[src/rtl/fifo8_burst_reader_pkg.sv]
// Shared types and constants for the FIFO_8 burst reader.
package fifo8_burst_reader_pkg;

  localparam int FIFO_DATA_W   = 8;
  localparam int BURST_LEN_W   = 4;
  localparam int RETRY_MAX_DEF = 4;

  typedef enum logic [2:0] {
    ST_IDLE  = 3'd0,
    ST_ISSUE = 3'd1,
    ST_WAIT  = 3'd2,
    ST_HOLD  = 3'd3,
    ST_DONE  = 3'd4
  } state_t;

  // Increment that sticks at all-ones instead of wrapping.
  function automatic logic [7:0] sat_inc8(input logic [7:0] v);
    return (v == 8'hFF) ? v : v + 8'd1;
  endfunction

endpackage

[src/rtl/fifo8_burst_reader_sat_cnt8.sv]
// 8-bit saturating event counter (used for the underflow count).
module sat_cnt8
  import fifo8_burst_reader_pkg::*;
(
  input  logic       clk,
  input  logic       rst_n,
  input  logic       i_inc,
  output logic [7:0] o_cnt
);

  logic [7:0] r_cnt;

  // Count events, holding at 255 once reached.
  always_ff @(posedge clk or negedge rst_n) begin
    if (!rst_n) begin
      r_cnt <= 8'd0;
    end else if (i_inc) begin
      r_cnt <= sat_inc8(r_cnt);
    end
  end

  assign o_cnt = r_cnt;

endmodule

[src/rtl/fifo8_burst_reader.sv]
// Read-side burst controller for FIFO_8: drains N bytes, retries empty
// reads, and presents each byte on a valid/ready stream.
//
// state | meaning
// ------+-------------------------------------------------------------
// IDLE  | waiting for start; timeout and sum hold last burst's result
// ISSUE | fifo_ren high for this one cycle
// WAIT  | FIFO answers; byte captured or error counted / retried
// HOLD  | out_valid high until the consumer takes the byte
// DONE  | one-cycle done pulse, then back to IDLE
module fifo8_burst_reader
  import fifo8_burst_reader_pkg::*;
#(
  parameter int DATA_W    = FIFO_DATA_W,
  parameter int LEN_W     = BURST_LEN_W,
  parameter int RETRY_MAX = RETRY_MAX_DEF
) (
  input  logic              clk,
  input  logic              rst_n,
  input  logic              start,
  input  logic [LEN_W-1:0]  burst_len,
  output logic              busy,
  output logic              done,
  output logic              timeout,
  output logic [DATA_W-1:0] sum,
  output logic [7:0]        underflow_cnt,
  output logic              fifo_ren,
  input  logic [DATA_W-1:0] fifo_dout,
  input  logic              fifo_error,
  output logic [DATA_W-1:0] out_data,
  output logic              out_valid,
  input  logic              out_ready
);

  // Retry counter only needs to reach RETRY_MAX-1; the next error aborts.
  localparam int RETRY_W = (RETRY_MAX > 1) ? $clog2(RETRY_MAX) : 1;
  localparam logic [RETRY_W-1:0] RETRY_LAST = RETRY_W'(RETRY_MAX - 1);

  state_t              r_state;
  logic [LEN_W-1:0]    r_rem;
  logic [RETRY_W-1:0]  r_retry;
  logic                r_timeout;
  logic [DATA_W-1:0]   r_sum;
  logic [DATA_W-1:0]   r_out_data;
  logic                w_err_read;

  // An error read is only meaningful in the cycle right after our ren.
  assign w_err_read = (r_state == ST_WAIT) && fifo_error;

  sat_cnt8 u_underflow (
    .clk   (clk),
    .rst_n (rst_n),
    .i_inc (w_err_read),
    .o_cnt (underflow_cnt)
  );

  // Burst sequencing, byte capture, retry tracking and checksum.
  always_ff @(posedge clk or negedge rst_n) begin
    if (!rst_n) begin
      r_state    <= ST_IDLE;
      r_rem      <= '0;
      r_retry    <= '0;
      r_timeout  <= 1'b0;
      r_sum      <= '0;
      r_out_data <= '0;
    end else begin
      case (r_state)
        ST_IDLE: begin
          if (start) begin
            r_sum     <= '0;
            r_timeout <= 1'b0;
            r_rem     <= burst_len;
            r_retry   <= '0;
            r_state   <= (burst_len != '0) ? ST_ISSUE : ST_DONE;
          end
        end
        ST_ISSUE: begin
          r_state <= ST_WAIT;
        end
        ST_WAIT: begin
          if (!fifo_error) begin
            r_out_data <= fifo_dout;
            r_retry    <= '0;
            r_state    <= ST_HOLD;
          end else if (r_retry == RETRY_LAST) begin
            r_timeout <= 1'b1;
            r_state   <= ST_DONE;
          end else begin
            r_retry <= r_retry + 1'b1;
            r_state <= ST_ISSUE;
          end
        end
        ST_HOLD: begin
          if (out_ready) begin
            r_sum   <= r_sum + r_out_data;
            r_rem   <= r_rem - 1'b1;
            r_state <= (r_rem == LEN_W'(1)) ? ST_DONE : ST_ISSUE;
          end
        end
        ST_DONE: begin
          r_state <= ST_IDLE;
        end
        default: begin
          r_state <= ST_IDLE;
        end
      endcase
    end
  end

  // Strobes are pure decodes of the state register, so ren can never
  // coincide with out_valid and reset clears them immediately.
  assign fifo_ren  = (r_state == ST_ISSUE);
  assign out_valid = (r_state == ST_HOLD);
  assign done      = (r_state == ST_DONE);
  assign busy      = (r_state == ST_ISSUE) || (r_state == ST_WAIT) ||
                     (r_state == ST_HOLD);
  assign timeout   = r_timeout;
  assign sum       = r_sum;
  assign out_data  = r_out_data;

endmodule

[config.mk]
export PLATFORM = sky130hd
export DESIGN_NAME = fifo8_burst_reader
export DESIGN_NICKNAME = d
export VERILOG_FILES = /design/src/rtl/fifo8_burst_reader_pkg.sv /design/src/rtl/fifo8_burst_reader_sat_cnt8.sv /design/src/rtl/fifo8_burst_reader.sv
export SDC_FILE = /design/constraint.sdc
export NUM_CORES = 1
export LEC_CHECK = 0
export ABC_AREA = 0
export BUFFER_PORTS_ARGS = -buffer_cell sky130_fd_sc_hd__buf_4
export CAP_MARGIN = 5
export CORE_MARGIN = 4
export CORE_UTILIZATION = 25
export CTS_CLUSTER_SIZE = 10
export DETAILED_ROUTE_END_ITERATION = 12
export GPL_ROUTABILITY_DRIVEN = 0
export GPL_TIMING_DRIVEN = 0
export RECOVER_POWER = 50
export SLEW_MARGIN = 40
export SYNTH_ARGS = -nofsm -noshare
export SYNTH_HDL_FRONTEND = slang
export SYNTH_SLANG_ARGS = --single-unit
[constraint.sdc]
create_clock -name clk -period 2.27 [get_ports clk]
set_input_delay 0.1135 -clock clk [delete_from_list [all_inputs] [get_ports clk]]
set_output_delay 0.1135 -clock clk [all_outputs]
set_load 0.03 [all_outputs]
# Word level (Yosys, flattened, before mapping)
# Index checks and enable logic that the tools add are counted.
# totals
register_bits	34
output_inout_bits	29
wordCells	59
# classes
addsub	4
eq_ne	12
n_mux	21
bitwise_logic	2
n_reduce_logical	13
# ops
op	n
3-bit 2-to-1 mux	6
8-bit 2-to-1 mux	2
8-bit case mux with 2 select lines	1
3-bit case mux with 4 select lines	1
8-bit by 1-bit adder with 8-bit output (second input constant)	1
8-bit adder	1
8-bit equality test (second input constant)	1
4-bit 2-to-1 mux	2
4-bit case mux with 2 select lines	1
3-bit by 2-bit equality test with 1-bit output (second input constant)	2
2-bit 2-to-1 mux	3
2-bit AND reduction	3
3-bit AND reduction	2
4-bit by 1-bit equality test with 1-bit output (second input constant)	1
2-bit by 1-bit inequality test with 1-bit output (second input constant)	2
2-bit inequality test (second input constant)	2
2-bit case mux with 2 select lines	1
4-bit AND reduction	1
2-bit nonzero test	2
4-bit nonzero test	1
4-bit by 1-bit subtractor with 4-bit output (second input constant)	1
3-bit by 1-bit equality test with 1-bit output (second input constant)	1
3-bit equality test (second input constant)	1
3-bit zero test	1
8 further kinds	12

# Logic depth before layout (Yosys ltp)
# Gate-level depths: netlist of run 1.
# depth
word_depth	4
mapped_depth	7
depth_no_buf	7

# By module
# Synthesis of run 1 repeated with hierarchy kept, for this count alone.
# hier_totals
cells_unflattened	186
hier_area_um2	1929.4
# by_module_without_submodules
mod	instances	cells_each	area_per_inst_um2
fifo8_burst_reader	1	151	1539.0
sat_cnt8	1	35	390.4

# Least setup slack after synthesis of run 1
# No wires, ideal clock.
# synth_timing
path_kind	register -> register
from	register r_sum[0] (netlist: sum[0])
to	register r_sum[6] (netlist: sum[6])
arrival_ps	1764
t_required_ps	2144
setup_slack_ps	381
path_stages_with_launch	8
period_less_slack_ps	1889
cell_sequence	dfrtp_1 ha_1 fa_1 a21oi_1 o21ai_1 a21oi_1 xor2_1 o21ai_1
# synth_between
elab_chain_cells	3
# synth_lines
element	line_no	source
start, declared	fifo8_burst_reader.sv:43	logic [DATA_W-1:0] r_sum;
start signal, assigned	fifo8_burst_reader.sv:95	r_sum <= r_sum + r_out_data;
8-bit adder	fifo8_burst_reader.sv:95	
8-bit 2-to-1 mux	fifo8_burst_reader.sv:94	if (out_ready) begin
8-bit case mux with 2 select lines	fifo8_burst_reader.sv:67	case (r_state)
# No other way between the ends. The select of a mux whose other input is x is not followed.
# A chain may end at the register's enable or synchronous reset.

# Worst setup path in the final report of run 1
# Same ends and word-level chain as after synthesis.

==> impl_metrics.yaml, run 1 <==
drt:
  vias_per_cell: 4.54
  wire_per_inst_um: 12.8
  dr.first_iter.drc_count: 30
  antenna_left: 0
  vias: 1513
  wirelength_mm: 4.26
  drt_pass1_iterations: 4
  drcViolationCount: 0
critical_path:
  r2r_cells: 7
  reg2reg_from: "sum[0]"
  critical_path_class: "register to register"
  critPathLaunchType: "register"
  r2r-end: "sum[6]"
  worstPathRequired_ns: 2.43
  crit_arrival_ns: 2.05
  cp_max_fo: 3
  endpoint_kind: "register"
  r2r_setup_slack_ns: 0.38
pwr:
  netSwitchingFraction_pct: 46.7
  pwr-share-clk_pct: 12.6
  combPwrFrac_pct: 55.0
  power.leakage_uw: 0.00106
  seq_power_share_pct: 32.4
  p_int_uw: 1770
  power_switching_uw: 1550
  ir_drop_v: 0.000519
  power.density_mw_per_mm2: 1400
synthesis:
  synth_ff_type: "dfrtp_1"
  synthArstFlopShare_pct: 100
  synth_seq_cells: 34
  ys_types: 41
  synthesis.area_mm2: 0.00187
  avgSynthCellArea_um2: 10.3
  syn-num-nets: 210
  yosys_warnings: 0
  synthesis.instances: 181
  synth_edf_count: 0
  yosysSeqAreaShare_pct: 45.5
cells_and_area:
  nFillCells: 768
  antenna_cells: 0
  ff_latch_area_um2: 851
  area_delta_synth_final_pct: 26.4
  final_cell_mix: "34 x dfrtp_1, 30 x buf_4, 20 x clkbuf_1"
  fin_cells: 333
  mostFrequentLayoutCell: "dfrtp_1"
  multi_input_area_um2: 966
  fin_nets: 263
  drive_gt1_share_pct: 18.8
placed_design:
  dp_cells: 325
  hpwl_mm: 3.16
  port_buffers: 45
global_routing:
  grt_pass1_wl_mm: 7.47
  overflow: 0
  grt_pass1_vias: 1509
  antenna_found_initial: 0
  grtUsageTotal_pct: 10.7
  grt_max_degree: 35
timing:
  period_needed_ns: 1.89
  relSlewSlack_pct: 41.3
  drv_slew: 0
  fin_crit_sh_pct: 83.3
  fin_skew_ns: 0.00550
  setup_viol: 0
  hold_viol: 0
  rsz0062_at_grt: "false"
  worst_pin_slew_ns: 0.880
  setup_tns_ns: 0
  fmax_mhz: 529
  whs_ns: 0.0432
cts:
  clkTransAtPathRegs_ns: 0.07
  cts_tree: "built"
  cts.path.max_buffers: 2
  cts_setup_buffers: 0
  insertion_delay_ns: 0.28
  cts.sink_count: 34
  h-tree-depth: 2
  ctsResizeCount: 0
  cts_made_buffers: 5
  cts-root-buf: "clkbuf_8"
  hold_buffers: 1
min_path:
  worstHoldStart: "fifo_dout[0]"
  hold_path_depth: 2
  hold_end: "out_data[0]"
  hold_path_class: "input port to register"
run:
  maxCapViolations: 0
die:
  io_pins: 46
  dieArea_mm2: 0.00893
  die_w_um: 94.5
  start_util_pct: 25.8
  fp-row-count: 31
  core_area_mm2: 0.00725
  die_h_um: 94.5
run_status:
  status: "finished clean"
synthesized netlist by cell type (2+ instances only):
library cell / n / area (µm²)
a21o_1: 2 / 15.0
a21oi_1: 10 / 50.1
a22o_1: 2 / 17.5
a31oi_1: 2 / 12.5
and3_1: 2 / 12.5
clkbuf_1: 4 / 15.0
dfrtp_1: 34 / 851
ha_1: 11 / 138
inv_1: 5 / 18.8
mux2_1: 9 / 101
nand2_1: 16 / 60.1
nand3_1: 5 / 25.0
nor2_1: 15 / 56.3
nor3_1: 6 / 30.0
nor3b_1: 4 / 30.0
o21ai_0: 2 / 10.0
o21ai_1: 16 / 80.1
xnor2_1: 10 / 87.6
xor2_1: 4 / 35.0
kinds of logic after synthesis:
group                    count (synthesis)  synth area share, %
flip-flops                              34                 45.5
AO/OA/AOI/OAI                           43                 14.9
buffers and inverters                   12                 2.88
multiplexers                             9                 5.42
XOR/XNOR                                14                 6.55
AND/OR/NAND/NOR                         57                 16.4
adder cells (fa/ha/maj)                 12                 8.43
flip-flops by register name (all words and copies together), names as in the netlist:
| signal | count |
|---|---|
| u_underflow.o_cnt | 8 |
| timeout | 1 |
| r_state | 3 |
| r_retry | 2 |
| sum | 8 |
| r_rem | 4 |
| out_data | 8 |
power groups by stage:
stage                     clock network, µW  logic (µW)  registers [µW]
after CTS                               446        1930            1080
after floorplan                           0        1060            1350
after global placement                    0        1890            1080
after detailed placement                  0        1910            1090
after global routing                    472        2050            1120
final                                   418        1820            1070
layout make-up:
cell class                 count  share of cell area [%]
buffer                         6                    1.32
clock buffer                   7                    3.23
inverter                       6                   0.953
multi-input combinational    135                    40.9
sequential                    34                    36.0
tap                           99                    5.24
timing repair buffer          46                    12.4
worst max path at each step:
stage,start,cells past startpoint,endpoint
after floorplan,sum[0],7,sum[6]
after global placement,sum[0],7,sum[6]
after detailed placement,sum[0],7,sum[6]
after CTS,sum[0],7,sum[6]
after global routing,sum[0],7,sum[6]
final,sum[0],7,sum[6]
critical path: stages (launching register included):
cell and delay (ns):
dfrtp_1 0.42, ha_1 0.25, fa_1 0.41, a21oi_1 0.19
o21ai_1 0.10, a21oi_1 0.18, xor2_1 0.16, o21ai_1 0.07
through the flow:
stage	worst slack (ns)	instance area [µm²]	total power [µW]	utilization, %
after global placement	0.376	2330	2970	32.2
final	0.380	2360	3310	32.6
after CTS	0.349	2420	3460	33.3
after detailed placement	0.370	2330	3010	32.2
after global routing	0.257	2360	3640	32.6
after floorplan	0.381	1870	2410	-
layer usage:
| metal | GRT usage (%) | part of all wire [%] | routed length (µm) |
|---|---|---|---|
| met5 | 0 | 0 | 0 |
| met4 | 3.97 | 1.3 | 57 |
| met3 | 3.59 | 7.0 | 300 |
| met2 | 16.7 | 46 | 1960 |
| met1 | 13.7 | 46 | 1940 |
(Power assumes the default switching activity.)
==> run 2: changes to the inputs <==
ABC_AREA = 1   (was 0)
clock period = 1.5 ns   (was 2.27 ns; I/O delays follow)
==> run 2 against run 1 <==
Against the previous run:
- the flow now finishes with violations (negative setup slack)
- global-route usage decreased by 0.11 points
- register-to-register slack got worse by 0.38 ns
- setup slack got worse by 0.38 ns
- clock skew increased by 0.0052 ns
- first-iteration DRC count increased to 3.0 times the previous value
- synthesized cell count increased by 41%
- critical endpoint is now sum[4]
- largest cell class unchanged
==> impl_metrics.yaml, run 2 <==
run_status:
  status: "complete, but fails checks"
  violations: "negative setup slack"
synthesis:
  yosysTopAreaCellShare_pct: 43.3
  syn-num-nets: 284
  synth_ff_type: "dfrtp_1"
  yosys_warnings: 0
  yosysSeqAreaShare_pct: 43.3
  synthTopCellsByCount: "100 x nand2_1, 34 x dfrtp_1, 24 x inv_1"
  avgSynthCellArea_um2: 7.71
  synthesis.area_mm2: 0.00197
  synthesis.instances: 255
  synthMostInstantiatedCell: "nand2_1"
  ys_types: 26
  synth_edf_count: 0
  synth_area_leaders: "dfrtp_1 43%, nand2_1 19%, ha_1 7.0%, nand3_1 5.9%, inv_1 4.6%"
  synth_seq_cells: 34
  synthArstFlopShare_pct: 100
  synth_area_leader_cell: "dfrtp_1"
critical_path:
  r2r_cells: 7
  r2r_setup_slack_ns: -0.003
  crit_arrival_ns: 1.68
  critPathLaunchType: "register"
  critical_path_class: "register to register"
  worstPathRequired_ns: 1.68
  reg2reg_from: "sum[0]"
  cp_max_fo: 3
  endpoint_kind: "register"
  r2r-end: "sum[4]"
timing:
  worst_pin_slew_ns: 0.859
  fin_ws_ns: -0.00267
  relSlewSlack_pct: 42.8
  period_needed_ns: 1.50
  fmax_mhz: 665
  fin_crit_sh_pct: 100
  setup_viol: 1
  fin_skew_ns: 0.0107
  drv_slew: 0
  rsz0062_at_grt: "true"
  hold_viol: 0
  whs_ns: 0.0183
drt:
  dr.first_iter.drc_count: 90
  drt_pass1_iterations: 4
  wirelength_mm: 4.84
  vias: 1821
  drcViolationCount: 0
  wire_per_inst_um: 11.5
  antenna_left: 0
  vias_per_cell: 4.33
run:
  maxCapViolations: 0
min_path:
  hold_path_class: "input port to register"
  hold_path_depth: 3
  worstHoldStart: "fifo_dout[5]"
  hold_end: "out_data[5]"
cts:
  cts_tree: "built"
  cts_made_buffers: 5
  cts.sink_count: 34
  clkTransAtPathRegs_ns: 0.07
  cts-root-buf: "clkbuf_8"
  h-tree-depth: 2
  cts.path.max_buffers: 2
  insertion_delay_ns: 0.29
die:
  die_h_um: 96.7
  die_w_um: 96.7
  fp-row-count: 32
  start_util_pct: 25.6
  core_area_mm2: 0.00769
  dieArea_mm2: 0.00935
  io_pins: 46
cells_and_area:
  mostFrequentLayoutCell: "nand2_1"
  area_delta_synth_final_pct: 39.1
  final_cell_mix: "96 x nand2_1, 42 x buf_4, 28 x dfrtp_1"
  antenna_cells: 0
  fin_nets: 347
  drive_gt1_share_pct: 27.0
global_routing:
  overflow: 0
  grt_pass1_wl_mm: 8.27
  grt_pass1_vias: 1835
  grtUsageTotal_pct: 10.6
  grt_max_degree: 35
  antenna_found_initial: 0
pwr:
  ir_drop_v: 0.000561
  power.total_uw: 5760
  power.leakage_uw: 0.00139
  power.density_mw_per_mm2: 2110
placed_design:
  place_ws_ns: -0.0605
  port_buffers: 45
  hpwl_mm: 3.68
run 2: cell count changes after synthesis, sizes merged, moves of 9 or more:
cell	previous run	this run
inv	5	26
nand2	16	102
mux2	9	0
nand3	5	24
run 2: final cells by class:
class | instances | area, µm²
Fill cell | 841 | 4950
Multi-Input combinational cell | 192 | 1130
Sequential cell | 34 | 858
Timing Repair Buffer | 56 | 375
Tap cell | 102 | 128
Inverter | 27 | 104
Clock buffer | 7 | 86.3
Clock inverter | 1 | 30.0
Buffer | 2 | 26.3
run 2: worst max-delay path by stage:
stage | start | endpoint | slack [ns] | depth (start not counted)
global route | sum[0] | sum[4] | -0.05 | 7
CTS | sum[0] | sum[4] | -0.03 | 7
detailed placement | r_state[2] | r_rem[3] | -0.06 | 9
finish | sum[0] | sum[4] | -0.003 | 7
global placement | out_data[0] | sum[4] | -0.05 | 7
floorplan | out_data[0] | sum[4] | -0.08 | 7
run 2: kinds of logic (layout without fill, tap and decap cells):
kind of cell | count (synthesis) | count (layout) | synth area share [%]
simple gates | 147 | 147 | 32.0
fa+ha+maj | 12 | 12 | 8.02
xor+xnor | 9 | 9 | 4.01
compound gates | 24 | 24 | 6.37
buf+inv | 29 | 93 | 6.30
flops | 34 | 34 | 43.3
run 2: power breakdown:
group / internal (µW) / switching [µW]
Clock: 542 / 341
Combinational: 1300 / 1890
Sequential: 1270 / 425
Total: 3110 / 2650
run 2: what timing repair did:
action / in CTS / in global routing
endpoints found under the setup margin: 11 / 29
resized for setup: 1 / 22
hold endpoints to repair: 34 / 0
setup buffers: 3 / 7
hold buffers: 1 / 0
pin swaps: 3 / 4
run 2: layer usage:
layer	share of wire (%)	vias to the layer above	wire length, µm	global-route usage [%]
met5	0	-	0	0
met4	1.1	0	53	2.92
li1	-	943	-	-
met3	5.8	7	280	3.89
met2	50	34	2400	18.5
met1	43	837	2100	12.0
run 2: critical path: stages (launching register included):
cell,delay [ns]
dfrtp_2,0.43
ha_4,0.17
fa_2,0.34
nand3_2,0.07
nand2_2,0.06
or2_4,0.23
nand3_2,0.05
nand2_1,0.05
run 2: per-stage QoR:
| stage | setup TNS (ns) | instances | instance area [µm²] | utilization, % |
|---|---|---|---|---|
| 5_1_grt | -0.0859 | 421 | 2730 | 35.6 |
| 4_1_cts | -0.0347 | 414 | 2620 | 34.1 |
| 3_5_place_dp | -0.525 | 402 | 2470 | 32.1 |
| 3_3_place_gp | -0.365 | 402 | 2470 | 32.1 |
| 6_report | -0.00267 | 421 | 2730 | 35.6 |
| 2_1_floorplan | -0.0880 | 255 | 2000 | - |
==> run 3: changes to the inputs <==
CTS_BUF_LIST = sky130_fd_sc_hd__clkbuf_16   (was default)
==> run 3 against run 2 <==
Against the previous run:
- the run now ends clean
- clock-buffer cell count shrank 2
- utilization grew 0.41 points
- via count grew 0.22%
- fmax grew 0.37%
- sequential share of layout area shrank 0.36 points
- critical path type unchanged
==> impl_metrics.yaml, run 3 (synthesis results as in run 2) <==
global_routing:
  grt_pass1_vias: 1844
  grtUsageTotal_pct: 10.7
  met3_usage_pct: 4.76
  use_met2_pct: 18.5
  antenna_found_initial: 0
  grt_most_used_layer: "met2"
  grt_util_met1_pct: 12.2
  grt_pass1_wl_mm: 8.34
  grt_max_degree: 35
  overflow: 0
critical_path:
  crit_top_cell: "nand3_2"
  worstPathRequired_ns: 1.66
  reg2reg_from: "sum[0]"
  cp_max_fo: 3
  crit_slowest_cell: "dfrtp_2"
  endpoint_kind: "register"
  max_stage_delay_ns: 0.42
  critical_path_class: "register to register"
  path_buf_inv: 0
  r2r_cells: 7
  crit_arrival_ns: 1.66
  r2r_setup_slack_ns: 0.003
  r2r-end: "sum[4]"
  crit_chain: "ha_4, fa_2, nand3_2, nand2_2, or2_4, nand3_2, nand2_1"
  critPathTopFamily: "adder cells"
  critPathLaunchType: "register"
pwr:
  ir_drop_v: 0.000727
  combPwrFrac_pct: 52.9
  power_switching_uw: 2670
  p_int_uw: 3320
  power.leakage_uw: 0.00141
  pwr-share-clk_pct: 19.0
  power.density_mw_per_mm2: 2170
  netSwitchingFraction_pct: 44.6
  seq_power_share_pct: 28.1
timing:
  worst_pin_slew_ns: 0.865
  fin_ws_ns: 0.00293
  period_needed_ns: 1.50
  relSlewSlack_pct: 42.3
  fmax_mhz: 668
  fin_crit_sh_pct: 99.8
  drv_slew: 0
  hold_viol: 0
  fin_skew_ns: 0.00413
  setup_viol: 0
  rsz0062_at_grt: "true"
cells_and_area:
  antenna_cells: 0
  fin_cells: 422
  fin_nets: 348
  final_cell_mix: "96 x nand2_1, 41 x buf_4, 28 x dfrtp_1"
  drive_gt1_share_pct: 26.6
  area_delta_synth_final_pct: 40.7
  fin_area_mm2: 0.00277
  mostFrequentLayoutCell: "nand2_1"
cts:
  cts-root-buf: "clkbuf_16"
  insertion_delay_ns: 0.27
  clkTransAtPathRegs_ns: 0.05
  cts_made_buffers: 5
  cts_tree: "built"
  h-tree-depth: 2
  cts.path.max_buffers: 2
  cts.sink_count: 34
drt:
  drt_pass1_iterations: 4
  vias_per_cell: 4.32
  wire_per_inst_um: 11.6
  drcViolationCount: 0
  vias: 1825
  wirelength_mm: 4.88
  dr.first_iter.drc_count: 79
  antenna_left: 0
die:
  fp-row-count: 32
  core_area_mm2: 0.00769
  dieArea_mm2: 0.00935
  die_w_um: 96.7
  die_h_um: 96.7
  start_util_pct: 25.6
  io_pins: 46
placed_design:
  dpl_cell_area_mm2: 0.00247
  port_buffers: 45
  dp_cells: 402
  hpwl_mm: 3.68
  place_ws_ns: -0.0605
min_path:
  hold_end: "out_data[5]"
  worstHoldStart: "fifo_dout[5]"
  hold_path_class: "input port to register"
  hold_path_depth: 3
run_status:
  status: "finished clean"
run:
  maxCapViolations: 0
==> run 3: area by class of cell <==
cell class,instances,area (µm²)
inverter,27,101
tap,102,128
fill,832,4920
sequential,34,858
timing repair buffer,57,377
multi-input combinational,192,1120
clock inverter,3,37.5
clock buffer,5,125
buffer,2,22.5
==> run 3: worst max-delay path by stage <==
stage                 from        to  depth (start not counted)
2_1_floorplan  out_data[0]    sum[4]                          7
3_3_place_gp   out_data[0]    sum[4]                          7
3_5_place_dp    r_state[2]  r_rem[3]                          9
4_1_cts             sum[0]    sum[4]                          7
5_1_grt             sum[0]    sum[4]                          7
6_report            sum[0]    sum[4]                          7
==> run 3: per-layer routing <==
metal,vias up,wire [µm],share of wire (%)
met5,-,0,0
met4,0,35,0.72
met3,4,234,4.8
met2,30,2440,50
met1,847,2170,44
li1,944,-,-
==> run 3: power by group through the flow <==
stage | clock network (µW) | registers, µW | logic, µW
3_3_place_gp | 0 | 1660 | 2840
2_1_floorplan | 0 | 2030 | 1610
3_5_place_dp | 0 | 1670 | 2910
6_report | 1140 | 1680 | 3170
4_1_cts | 1180 | 1640 | 2980
5_1_grt | 1230 | 1750 | 3540
==> run 3: timing repair <==
item / 4_1_cts / 5_1_grt
hold endpoints to repair: 34 / 0
endpoints found under the setup margin: 11 / 29
setup buffers: 3 / 7
pin swaps: 3 / 4
hold buffers: 1 / 0
gates resized for setup: 1 / 19
gates cloned: 0 / 1
==> run 3: worst reg2reg max path, stage by stage (launching register included) <==
cell,delay [ns]
dfrtp_2,0.42
ha_4,0.17
fa_2,0.34
nand3_2,0.07
nand2_2,0.06
or2_4,0.23
nand3_2,0.05
nand2_1,0.05
==> run 3: metrics by stage <==
| stage | utilization, % | power [µW] | TNS [ns] | hold WS [ns] |
|---|---|---|---|---|
| 6_report | 36.0 | 5990 | 0 | 0.0351 |
| 5_1_grt | 36.0 | 6520 | -0.0783 | 0.0313 |
| 4_1_cts | 34.7 | 5800 | -0.0301 | 0.0273 |
| 3_5_place_dp | 32.1 | 4570 | -0.525 | 0.0641 |
| 3_3_place_gp | 32.1 | 4500 | -0.365 | 0.0579 |
| 2_1_floorplan | - | 3650 | -0.0880 | -0.221 |
